<file path="src/rtl/event_encoder_8to3.sv">
`default_nettype none
// ============================================================================
//  Module   : event_encoder_8to3
//  Purpose  : Captures eight event request lines into a pending vector and
//             hands them out one at a time as 3-bit indices over a
//             valid/ready handshake, in fixed priority order.
//  Revision : 1.0  initial release
// ============================================================================
module event_encoder_8to3 #(
    parameter int unsigned HIGH_FIRST = 1   // 1: index 7 wins, 0: index 0 wins
) (
    input  logic       clk,
    input  logic       rst_n,
    input  logic [7:0] req,
    output logic [2:0] out_idx,
    output logic       out_valid,
    input  logic       out_ready,
    output logic [7:0] pending,
    output logic       ovf,
    input  logic       ovf_clr
);

    // Two-state presenter: IDLE has nothing on the output, PRESENT holds one
    localparam logic [0:0] S_IDLE    = 1'b0;
    localparam logic [0:0] S_PRESENT = 1'b1;

    logic [0:0] state_q,   state_d;
    logic [2:0] out_idx_q, out_idx_d;
    logic [7:0] pending_q, pending_d;
    logic       ovf_q,     ovf_d;

    logic       accept;     // handshake completes at this edge
    logic [7:0] idx_onehot; // one-hot of the presented index
    logic [7:0] acc_mask;   // pending bit retired by this edge's accept
    logic [7:0] cand;       // what remains eligible after the accept
    logic       ovf_set;    // a request collided with a still-pending bit

    // Priority encoder; the loop direction makes the last hit the winner
    function automatic logic [2:0] prio_sel(input logic [7:0] v);
        logic [2:0] s;
        s = 3'd0;
        if (HIGH_FIRST != 0) begin
            for (int i = 0; i < 8; i++) begin
                if (v[i]) s = i[2:0];
            end
        end else begin
            for (int i = 7; i >= 0; i--) begin
                if (v[i]) s = i[2:0];
            end
        end
        return s;
    endfunction

    // Handshake decode and pending/overflow next-state
    always_comb begin
        accept     = (state_q == S_PRESENT) && out_ready;
        idx_onehot = 8'b0000_0001 << out_idx_q;
        acc_mask   = accept ? idx_onehot : 8'h00;
        cand       = pending_q & ~idx_onehot;
        // A request on the bit being retired re-arms it as a fresh event
        pending_d  = (pending_q & ~acc_mask) | req;
        ovf_set    = |(req & pending_q & ~acc_mask);
        // Set has priority over clear so a same-cycle collision is not lost
        if (ovf_set) begin
            ovf_d = 1'b1;
        end else if (ovf_clr) begin
            ovf_d = 1'b0;
        end else begin
            ovf_d = ovf_q;
        end
    end

    // Presenter FSM: only registered pending is ever a candidate
    always_comb begin
        state_d   = state_q;
        out_idx_d = out_idx_q;
        case (state_q)
            S_IDLE: begin
                if (pending_q != 8'h00) begin
                    state_d   = S_PRESENT;
                    out_idx_d = prio_sel(pending_q);
                end
            end
            S_PRESENT: begin
                // Without ready the presented index is frozen, no pre-emption
                if (out_ready) begin
                    if (cand != 8'h00) begin
                        out_idx_d = prio_sel(cand);
                    end else begin
                        state_d = S_IDLE;   // out_idx keeps its last value
                    end
                end
            end
            default: begin
                state_d = S_IDLE;
            end
        endcase
    end

    // State registers; reset discards every captured event at once
    always_ff @(posedge clk or negedge rst_n) begin
        if (!rst_n) begin
            state_q   <= S_IDLE;
            out_idx_q <= 3'd0;
            pending_q <= 8'h00;
            ovf_q     <= 1'b0;
        end else begin
            state_q   <= state_d;
            out_idx_q <= out_idx_d;
            pending_q <= pending_d;
            ovf_q     <= ovf_d;
        end
    end

    assign out_idx   = out_idx_q;
    assign out_valid = (state_q == S_PRESENT);
    assign pending   = pending_q;
    assign ovf       = ovf_q;

endmodule
`default_nettype wire

</file>
<file path="config.mk">
export PLATFORM = sky130hd
export DESIGN_NAME = event_encoder_8to3
export DESIGN_NICKNAME = d
export VERILOG_FILES = /design/src/rtl/event_encoder_8to3.sv
export SDC_FILE = /design/constraint.sdc
export NUM_CORES = 1
export LEC_CHECK = 0
export BUFFER_PORTS_ARGS = -buffer_cell sky130_fd_sc_hd__buf_4
export CAP_MARGIN = 40
export CELL_PAD_IN_SITES_DETAIL_PLACEMENT = 1
export CELL_PAD_IN_SITES_GLOBAL_PLACEMENT = 1
export CORE_MARGIN = 4
export CORE_UTILIZATION = 28
export CTS_BUF_LIST = sky130_fd_sc_hd__clkbuf_4 sky130_fd_sc_hd__clkbuf_8
export DETAILED_ROUTE_END_ITERATION = 10
export PLACE_DENSITY_LB_ADDON = 0.2
export SYNTH_ARGS = -nofsm -noshare
export SYNTH_HDL_FRONTEND = slang
export SYNTH_SLANG_ARGS = --single-unit
</file>
<file path="constraint.sdc">
create_clock -name clk -period 2.23 [get_ports clk]
set_clock_uncertainty 0.1 [all_clocks]
set_input_delay 0.1115 -clock clk [delete_from_list [all_inputs] [get_ports clk]]
set_output_delay 0.1115 -clock clk [all_outputs]
set_load 0.1 [all_outputs]
</file>
# Yosys cells after proc, flatten, opt, wreduce, memory -nomap -nowiden
# Cells that the tools add are included.
# Widths: inputs -> output; s select.
[classes]
n_eq_ne = 3
shift = 1
n_mux = 25
bitwise_logic = 8
n_reduce_logical = 6
[ops]
columns = ["operator", "count"]
rows = [
  ["$mux 3", 15],
  ["$and 8x8->8", 4],
  ["$not 8->8", 2],
  ["$reduce_bool 8->1", 2],
  ["$mux 8", 1],
  ["$or 8x8->8", 1],
  ["$reduce_or 8->1", 1],
  ["$shl 1x3->8 const A", 1],
  ["$mux 1", 7],
  ["$pmux 3 s2", 1],
  ["$ne 2x2->1 const B", 2],
  ["$reduce_and 3->1", 1],
  ["$ne 2x1->1 const B", 1],
  ["$pmux 1 s2", 1],
  ["$reduce_bool 2->1", 1],
  ["$logic_and 1x1->1", 1],
  ["$not 1->1", 1],
]
[word_totals]
regBits = 13
in_bits = 12
output_inout_bits = 13
word_cells = 47

# Longest topological paths before layout
# Gate-level depths: netlist of the first run.
[depth]
word_depth = 13
depth_mapped = 6
ltp_nobuf = 5

# Worst setup path before layout of the first run
# No wires, ideal clock.
[synth_path]
path_type = "register -> register"
startpoint = "reg out_idx_q[2] (netlist: out_idx[2])"
endpoint = "reg out_idx_q[0] (netlist: out_idx[0])"
setup_ns = 0.125
t_arrival_ns = 2.202
required_ns = 2.005
path_slack_ns = -0.197
stages_incl_launch_ff = 7
n_path_buf = 1
period_less_slack_ns = 2.427
path_cell_list = "dfrtp_1 > buf_4 > nand2b_1 > o22ai_1 > a31o_2 > a21oi_2 > mux2_4"
[synth_via]
elab_chain_cells = 13
word_cells_on_any_way = 16
classes_between = "1 x eq/ne; 1 x shift; 10 x mux; 2 x bitwise; 2 x reduce/logical"
[synth_lines]
columns = ["element", "line_no", "text"]
rows = [
  ["start, declared", "28", "logic [2:0] out_idx_q, out_idx_d;"],
  ["start signal, assigned", "109", "out_idx_q <= out_idx_d;"],
  ["$shl 1x3->8 (*)", "57", "idx_onehot = 8'b0000_0001 << out_idx_q;"],
  ["$not 8->8 (*)", "59", "cand = pending_q & ~idx_onehot;"],
  ["$and 8x8->8 (*)", "59", ""],
  ["$mux 1", "44", "if (v[i]) s = i[2:0];"],
  ["$mux 3 (6 in a row)", "44", ""],
  ["$mux 3", "87", "if (cand != 8'h00) begin"],
  ["$mux 3", "86", "if (out_ready) begin"],
  ["$pmux 3 s2", "77", "case (state_q)"],
]
# Every way passes the cells marked *; elsewhere a longest branch is shown, timed or not. The select of a mux whose other input is x is not followed.
# A chain may end at the register's enable or synchronous reset.

# Worst setup path after layout of the first run
[layout_path]
startpoint = "reg out_idx_q[0] (netlist: out_idx[0])"
endpoint = "reg out_idx_q[0] (netlist: out_idx[0])"
# Same word-level chain as after synthesis.

==> flow_summary.ini, run 1 <==
[status]
status = completed

[routing]
routed-wl-met2_um = 1340
vias = 916
drtIter0Drc = 45
drt-total-wl_um = 2710
met1_length_um = 1240
drc = 0
routed-wl-met3_um = 82
final_antenna_net_count = 0
via_per_inst = 5.12
wl_per_cell_um = 15.2
dr.pass1.iters = 4
highest_layer = met4

[place]
io_buffer_count = 24
hpwlAfterDp_um = 2030
gp_congestion = 0.867

[synth]
ys_top_cells_by_count = 13 x dfrtp_1, 10 x o21ai_0, 8 x inv_1, 8 x nand2b_1, 7 x nand2_1
synthSimpleGateAreaFrac = 0.228
synth_top_family_by_area = compound AO/OA/AOI/OAI gates
synth_fa_ha_area_frac = 0
synth_compound_area_frac = 0.273
yosysTopAreaCell = dfrtp_1
yosysTopAreaCellShare = 0.366
ys_types = 38
syn_area_per_cell_um2 = 8.81
ys_seq_elements = 13
synth_xor_area_frac = 0
synthMostInstantiatedCell = dfrtp_1
syn_nets = 113
syn-cell-area_um2 = 890
ys_warn_count = 0
muxShareOfSynthArea = 0.0647
synth-main-ff-cell = dfrtp_1
synth_top_cells_by_area = dfrtp_1 37%, nand2b_1 5.6%, o21ai_0 5.6%, o211ai_1 4.2%, inv_1 3.4%
yosysSeqAreaShare = 0.366
async_flop_share = 1.00
syn_inst = 101
synth-edff-count = 0

[final_layout]
drive_above_1_share = 0.319
fill_cells = 381
antenna_cells = 0
nets = 148
final_util = 0.405
areaGrowthSynthToFinish_pct = 38.8

[cts]
cts_max_level = 1
cts-root-buf = clkbuf_4
cts_sinks = 13
clk_pin_slew_ns = 0.09
cts_setup_buffers = 0
max-clock-path-buffers = 2
tritoncts = built
cts_made_buffers = 3
insertion_delay_ns = 0.29

[sta]
worst_pin_slew_ns = 0.431
fin_crit_ns = 2.06
finalMaxSlewViolations = 0
rsz0062_at_grt = no
slew_headroom = 0.710
finalHoldViolations = 0
fin_crit_sh = 0.922
setup_tns_ns = 0
fmax_ghz = 0.486
setup_viol = 0

[floorplan]
fp.dieH_um = 64.4
placementRows = 20
dieArea_mm2 = 0.00414
fp.dieW_um = 64.4
design.core.area_mm2 = 0.00305
initial_core_util = 0.291
io_pins = 25

[pwr]
powerDensity_mw_per_mm2 = 839
finalPower_mw = 1.04
p_leak_nw = 0.491
ir_worst_vdd_v = 0.000261

[setup_path]
critPathBufInv = 0
worst-endpoint-required_ns = 2.31
arrival_ns = 2.13
cp_max_fo = 15
slowest_stage = dfrtp_2
critical-path-top-delay-family = compound AO/OA/AOI/OAI gates
cp-start-kind = flop
end_kind = flop
path_cells = and4b_1 > o31ai_1 > o21ai_2 > a21oi_2 > mux2_4
r2r_setup_slack_ns = 0.17
critPathKind = reg2reg
critPathMaxStageDelay_ns = 0.52

[grt]
grt_use_total = 0.137
grt_max_degree = 16
grt_pass1_wl_um = 4370
grt_overflow = 0
grt_pass1_vias = 914
antenna_found_initial = 0

[worst_hold_path]
hold_class = in2async

[job]
maxCapViolations = 0
-- layout make-up --
class                   instances  area (µm²)  share of cell area
multi-input cells              76         503               0.407
well taps                      44        55.1              0.0446
inverters                       8        30.0              0.0243
clock buffers                   4        30.0              0.0243
repair buffers                 34         280               0.227
flip-flops and latches         13         337               0.273
-- path summary, 6_finish.rpt --
| path | startpoint | to | depth (start not counted) |
|---|---|---|---|
| min in group clk | out_ready | pending[7]$_DFF_PN0_ | 4 |
| max reg2reg | out_idx[0]$_DFFE_PN0P_ | out_idx[0]$_DFFE_PN0P_ | 5 |
| max in group asynchronous | rst_n | out_idx[1]$_DFFE_PN0P_ | 2 |
| min | rst_n | pending[4]$_DFF_PN0_ | 2 |
| min reg2reg | ovf$_DFFE_PN0P_ | ovf$_DFFE_PN0P_ | 2 |
| max | out_idx[0]$_DFFE_PN0P_ | out_idx[0]$_DFFE_PN0P_ | 5 |
-- cell families (layout without fill, tap and decap cells) --
| family | Yosys count | count (layout) |
|---|---|---|
| AOI/OAI and AO/OA | 35 | 35 |
| buffers and inverters | 12 | 46 |
| DFF | 13 | 13 |
| muxes | 5 | 5 |
| and+or+nand+nor | 36 | 36 |
-- registers in the layout, indices dropped and copies added (netlist names) --
register and cells:
ovf 1, out_valid 1, pending 8, out_idx 3
-- where the power goes --
group | total [mW] | leakage, nW | internal [mW] | switching (mW)
Sequential | 0.364 | 0.117 | 0.271 | 0.0932
Combinational | 0.503 | 0.356 | 0.154 | 0.349
Clock | 0.170 | 0.0184 | 0.0817 | 0.0881
-- placed cells by master, fill, tap and decap left out, types with 2 or more instances in the layout --
cell | Yosys | routed
nor2_1 | 6 | 6
inv_1 | 8 | 8
clkbuf_4 | 0 | 4
nand3b_1 | 3 | 3
buf_4 | 2 | 24
nor3_1 | 3 | 3
o2111ai_1 | 2 | 2
nand3_1 | 3 | 3
mux2i_1 | 2 | 2
o21ai_0 | 10 | 10
nand2b_1 | 8 | 8
nand2_1 | 7 | 7
dfrtp_2 | 0 | 9
o211ai_1 | 5 | 5
o221ai_1 | 2 | 2
o21ai_2 | 2 | 2
dlygate4sd3_1 | 0 | 10
dfrtp_1 | 13 | 4
a21oi_1 | 2 | 2
mux2_1 | 2 | 2
-- routing by layer --
metal / up-vias / track usage
met2: 16 / 0.228
li1: 442 / -
met4: 0 / 0.0554
met5: - / 0
met3: 5 / 0.0193
met1: 453 / 0.177
-- stage by stage --
stage	setup WS [ns]	instance area, µm²	hold slack (ns)	instances
after CTS	0.193	1230	0.110	179
after detailed placement	0.206	1100	-0.126	165
after global routing	0.0796	1230	0.128	179
final	0.174	1230	0.110	179
after floorplan	0.0229	901	-0.284	101
after global placement	0.312	1100	-0.125	165
-- timing repair --
action                                 in CTS  in global routing
resized for setup                           0                  0
endpoints found under the hold margin      22                  0
hold buffers                               10                  0
Power figures use the tool's default switching activity.
==> inputs of run 2 (changes only) <==
==> constraint.sdc (replaced) <==
create_clock -name clk -period 2.6 [get_ports clk]
set_clock_uncertainty 0.1 [all_clocks]
set_input_delay 0.13 -clock clk [delete_from_list [all_inputs] [get_ports clk]]
set_output_delay 0.13 -clock clk [all_outputs]
set_load 0.1 [all_outputs]
==> run 2 against run 1 <==
Clock power down 18%; worst hold slack better by 0.022 ns; final area down 0.91%; critical endpoint unchanged; via count down 1.3%.
==> flow_summary.ini, run 2 (synthesis results as in run 1) <==
[status]
status = completed

[cts]
tritoncts = built
cts-root-buf = clkbuf_4
insertion_delay_ns = 0.28
clk_pin_slew_ns = 0.08
cts_made_buffers = 3
max-clock-path-buffers = 2
post_cts_resize_count = 0
cts_sinks = 13
cts_max_level = 1

[sta]
rsz0062_at_grt = no
fin_crit_sh = 0.808
worst_pin_slew_ns = 0.524
finalHoldViolations = 0
fmax_ghz = 0.476
slew_headroom = 0.651
fin_crit_ns = 2.10
setup_tns_ns = 0
fin_hold_ws_ns = 0.133
finalMaxSlewViolations = 0
setup_slack_ns = 0.499
setup_viol = 0

[place]
hpwlAfterDp_um = 2050
io_buffer_count = 24
dp_slack_ns = 0.527
gp_congestion = 0.829
post_dp_cell_area_mm2 = 0.00109

[grt]
antenna_found_initial = 0
grt_pass1_wl_um = 4590
grt_pass1_vias = 942
grt_max_degree = 16
grt_overflow = 0
grt_use_total = 0.147

[setup_path]
worst-endpoint-required_ns = 2.67
cp_max_fo = 15
arrival_ns = 2.17
end_kind = flop
cp-start-kind = flop
critPathKind = reg2reg

[routing]
drtIter0Drc = 50
wl_per_cell_um = 15.7
dr.pass1.iters = 5
drc = 0
via_per_inst = 5.05
final_antenna_net_count = 0
drt-total-wl_um = 2820
vias = 904

[final_layout]
stdcell_area_mm2 = 0.00122
antenna_cells = 0
final_cell_mix = 24 x buf_4, 13 x dfrtp_1, 10 x o21ai_0, 10 x dlygate4sd3_1
areaGrowthSynthToFinish_pct = 37.6
multi_input_area_um2 = 503
largest_register_ff_count = 8
nets = 148
drive_above_1_share = 0.252
final-seq-area_um2 = 325
fill_cells = 391
layout_commonest_cell = buf_4
final_util = 0.401

[pwr]
ir_worst_vdd_v = 0.000241
p_leak_nw = 0.496
powerDensity_mw_per_mm2 = 719

[floorplan]
fp.dieH_um = 64.4
fp.dieW_um = 64.4
dieArea_mm2 = 0.00414
initial_core_util = 0.291
design.core.area_mm2 = 0.00305
io_pins = 25
placementRows = 20

[worst_hold_path]
hold_class = in2async

[job]
maxCapViolations = 0
## run 2: cell types whose count changed in the layout (fill, tap and decap cells not counted)
cell and delta:
dfrtp_1 +9, dfrtp_2 -9
## run 2: routing by layer
| layer | vias to the layer above | wire [µm] | share of wire | GRT usage |
|---|---|---|---|---|
| met2 | 17 | 1400 | 0.50 | 0.249 |
| met4 | 0 | 19 | 0.0067 | 0.0554 |
| met5 | - | 0 | 0 | 0 |
| met3 | 2 | 60 | 0.021 | 0.0264 |
| li1 | 446 | - | - | - |
| met1 | 439 | 1330 | 0.47 | 0.184 |
## run 2: report_power, final
part,total (mW),switching (mW),internal (mW)
clock network,0.139,0.0696,0.0699
logic,0.427,0.295,0.132
registers,0.313,0.0868,0.227
total,0.880,0.452,0.428
## run 2: worst paths after layout
check / start / end / slack (ns) / cells past startpoint
setup / recovery: out_idx[0]$_DFFE_PN0P_ / out_idx[0]$_DFFE_PN0P_ / 0.50 / 5
hold reg to reg: ovf$_DFFE_PN0P_ / ovf$_DFFE_PN0P_ / 0.49 / 2
min in group clk: out_ready / pending[7]$_DFF_PN0_ / 0.15 / 4
max in group asynchronous: rst_n / pending[7]$_DFF_PN0_ / 2.10 / 2
hold / removal: rst_n / pending[4]$_DFF_PN0_ / 0.13 / 2
setup reg to reg: out_idx[0]$_DFFE_PN0P_ / out_idx[0]$_DFFE_PN0P_ / 0.50 / 5
## run 2: cell type report
type / instances / area share
multi-input combinational: 76 / 0.411
sequential: 13 / 0.266
tap: 44 / 0.0450
clock buffer: 4 / 0.0245
timing repair buffer: 34 / 0.229
inverter: 8 / 0.0245
## run 2: critical path: stages, from the launching register on
cell	delay, ns
dfrtp_1	0.58
and4b_1	0.30
o31ai_1	0.36
o21ai_2	0.14
a21oi_2	0.20
mux2_4	0.31
## run 2: timing repair
action,CTS,global route
hold buffers,10,0
endpoints found under the hold margin,22,0
setup buffers,0,0
## run 2: per-stage QoR
step / instances / power [mW]
6_report: 179 / 0.880
5_1_grt: 179 / 0.930
4_1_cts: 179 / 0.888
3_5_place_dp: 165 / 0.733
3_3_place_gp: 165 / 0.723
2_1_floorplan: 101 / 0.634
==> inputs of run 3 (changes only) <==
==> constraint.sdc (replaced) <==
create_clock -name clk -period 2.03 [get_ports clk]
set_clock_uncertainty 0.1 [all_clocks]
set_input_delay 0.1015 -clock clk [delete_from_list [all_inputs] [get_ports clk]]
set_output_delay 0.1015 -clock clk [all_outputs]
set_load 0.1 [all_outputs]
==> run 3 against run 2 <==
Combinational power rose by 46%; register-to-register slack got worse by 0.40 ns; final cell count is 2.2% higher; highest routed layer unchanged; maximum frequency is 8.6% higher; power grew 34%; sequential share of layout area is 0.76 points higher; via count increased by 1.9%; clock power rose by 29%; worst setup slack lost 0.40 ns; utilization increased by 1.9 points; critical path depth did not move; largest power group unchanged.
==> flow_summary.ini, run 3 (synthesis results as in run 1) <==
[cts]
cts_max_level = 1
cts-root-buf = clkbuf_4
cts_sinks = 13
max-clock-path-buffers = 2
cts_made_buffers = 3
tritoncts = built
insertion_delay_ns = 0.27
clk_pin_slew_ns = 0.09

[sta]
rsz0062_at_grt = no
setup_tns_ns = 0
fin_crit_ns = 1.94
worst_pin_slew_ns = 0.311
finalMaxSlewViolations = 0
fin_crit_sh = 0.954
finalHoldViolations = 0
fmax_ghz = 0.517
setup_slack_ns = 0.0942
setup_viol = 0
slew_headroom = 0.790

[pwr]
powerDensity_mw_per_mm2 = 919
p_leak_nw = 0.510
finalPower_mw = 1.18
ir_worst_vdd_v = 0.000325

[setup_path]
r2r-start = out_idx[0]$_DFFE_PN0P_
arrival_ns = 2.00
worst-endpoint-required_ns = 2.10
critPathKind = reg2reg
cp_max_fo = 7
rr_worst_depth = 5
end_kind = flop
r2r_setup_slack_ns = 0.09
r2r_end = out_idx[0]$_DFFE_PN0P_
cp-start-kind = flop

[grt]
antenna_found_initial = 0
grt_pass1_wl_um = 4720
grt_pass1_vias = 987
grt_overflow = 0
grt_max_degree = 14
grt_use_total = 0.145

[routing]
vias = 921
dr.pass1.iters = 4
final_antenna_net_count = 0
drt-total-wl_um = 2740
via_per_inst = 5.03
wl_per_cell_um = 15.0
drc = 0
drtIter0Drc = 44

[final_layout]
antenna_cells = 0
fill_cells = 379
drive_above_1_share = 0.367
largest_register_ff_count = 8
nets = 152
layout_commonest_cell = buf_4
areaGrowthSynthToFinish_pct = 44.0
final_util = 0.420
final_cell_mix = 27 x buf_4, 10 x o21ai_0, 10 x dlygate4sd3_1

[place]
dp_slack_ns = 0.0205
gp_congestion = 0.858
io_buffer_count = 24
hpwlAfterDp_um = 2000

[floorplan]
design.core.area_mm2 = 0.00305
fp.dieW_um = 64.4
initial_core_util = 0.291
placementRows = 20
fp.dieH_um = 64.4
io_pins = 25
dieArea_mm2 = 0.00414

[status]
status = completed

[worst_hold_path]
hold_class = in2async

[job]
maxCapViolations = 0
-- run 3: repair_timing --
action | in CTS | in global routing
hold buffers | 10 | 0
hold endpoints to repair | 22 | 0
resized for setup | 0 | 1
endpoints found under the setup margin | 0 | 1
buffers inserted | 0 | 1
-- run 3: worst max-delay path, stage by stage (launching register included) --
cell and delay, ns:
dfrtp_4 0.53, mux2_1 0.32, o32ai_1 0.26, a31o_2 0.24, a21oi_2 0.08, mux2_4 0.30
-- run 3: how the worst max path moves through the flow --
stage          slack (ns)                    from                     end  cells after the start
3_3_place_gp          0.1  out_idx[0]$_DFFE_PN0P_  out_idx[0]$_DFFE_PN0P_                      5
6_report             0.09  out_idx[0]$_DFFE_PN0P_  out_idx[0]$_DFFE_PN0P_                      5
5_1_grt              0.02  out_idx[0]$_DFFE_PN0P_  out_idx[0]$_DFFE_PN0P_                      5
4_1_cts             0.008  out_idx[0]$_DFFE_PN0P_  out_idx[0]$_DFFE_PN0P_                      5
3_5_place_dp         0.02  out_idx[0]$_DFFE_PN0P_  out_idx[0]$_DFFE_PN0P_                      5
2_1_floorplan       0.007  out_idx[0]$_DFFE_PN0P_  out_idx[0]$_DFFE_PN0P_                      5
-- run 3: layout make-up --
cell class | count | area [µm²] | area share
Timing Repair Buffer | 38 | 308 | 0.240
Multi-Input combinational cell | 76 | 508 | 0.396
Sequential cell | 13 | 350 | 0.273
Clock buffer | 4 | 30.0 | 0.0234
Tap cell | 44 | 55.1 | 0.0430
Inverter | 8 | 30.0 | 0.0234
-- run 3: routing by layer --
metal,global-route usage,share of wire
met5,0,0
met4,0.0396,0.0069
met3,0.0176,0.028
met2,0.245,0.50
met1,0.193,0.46
-- run 3: metrics by stage --
stage / std cells / hold WS [ns] / instance area [µm²]
final: 183 / 0.101 / 1280
after global placement: 168 / -0.140 / 1140
after detailed placement: 168 / -0.139 / 1140
after floorplan: 101 / -0.294 / 915
after CTS: 182 / 0.101 / 1270
after global routing: 183 / 0.126 / 1280
-- run 3: power by group --
group          total [mW]  internal (mW)  switching, mW
registers           0.376          0.308         0.0683
logic               0.622          0.199          0.423
clock network       0.180         0.0894         0.0902
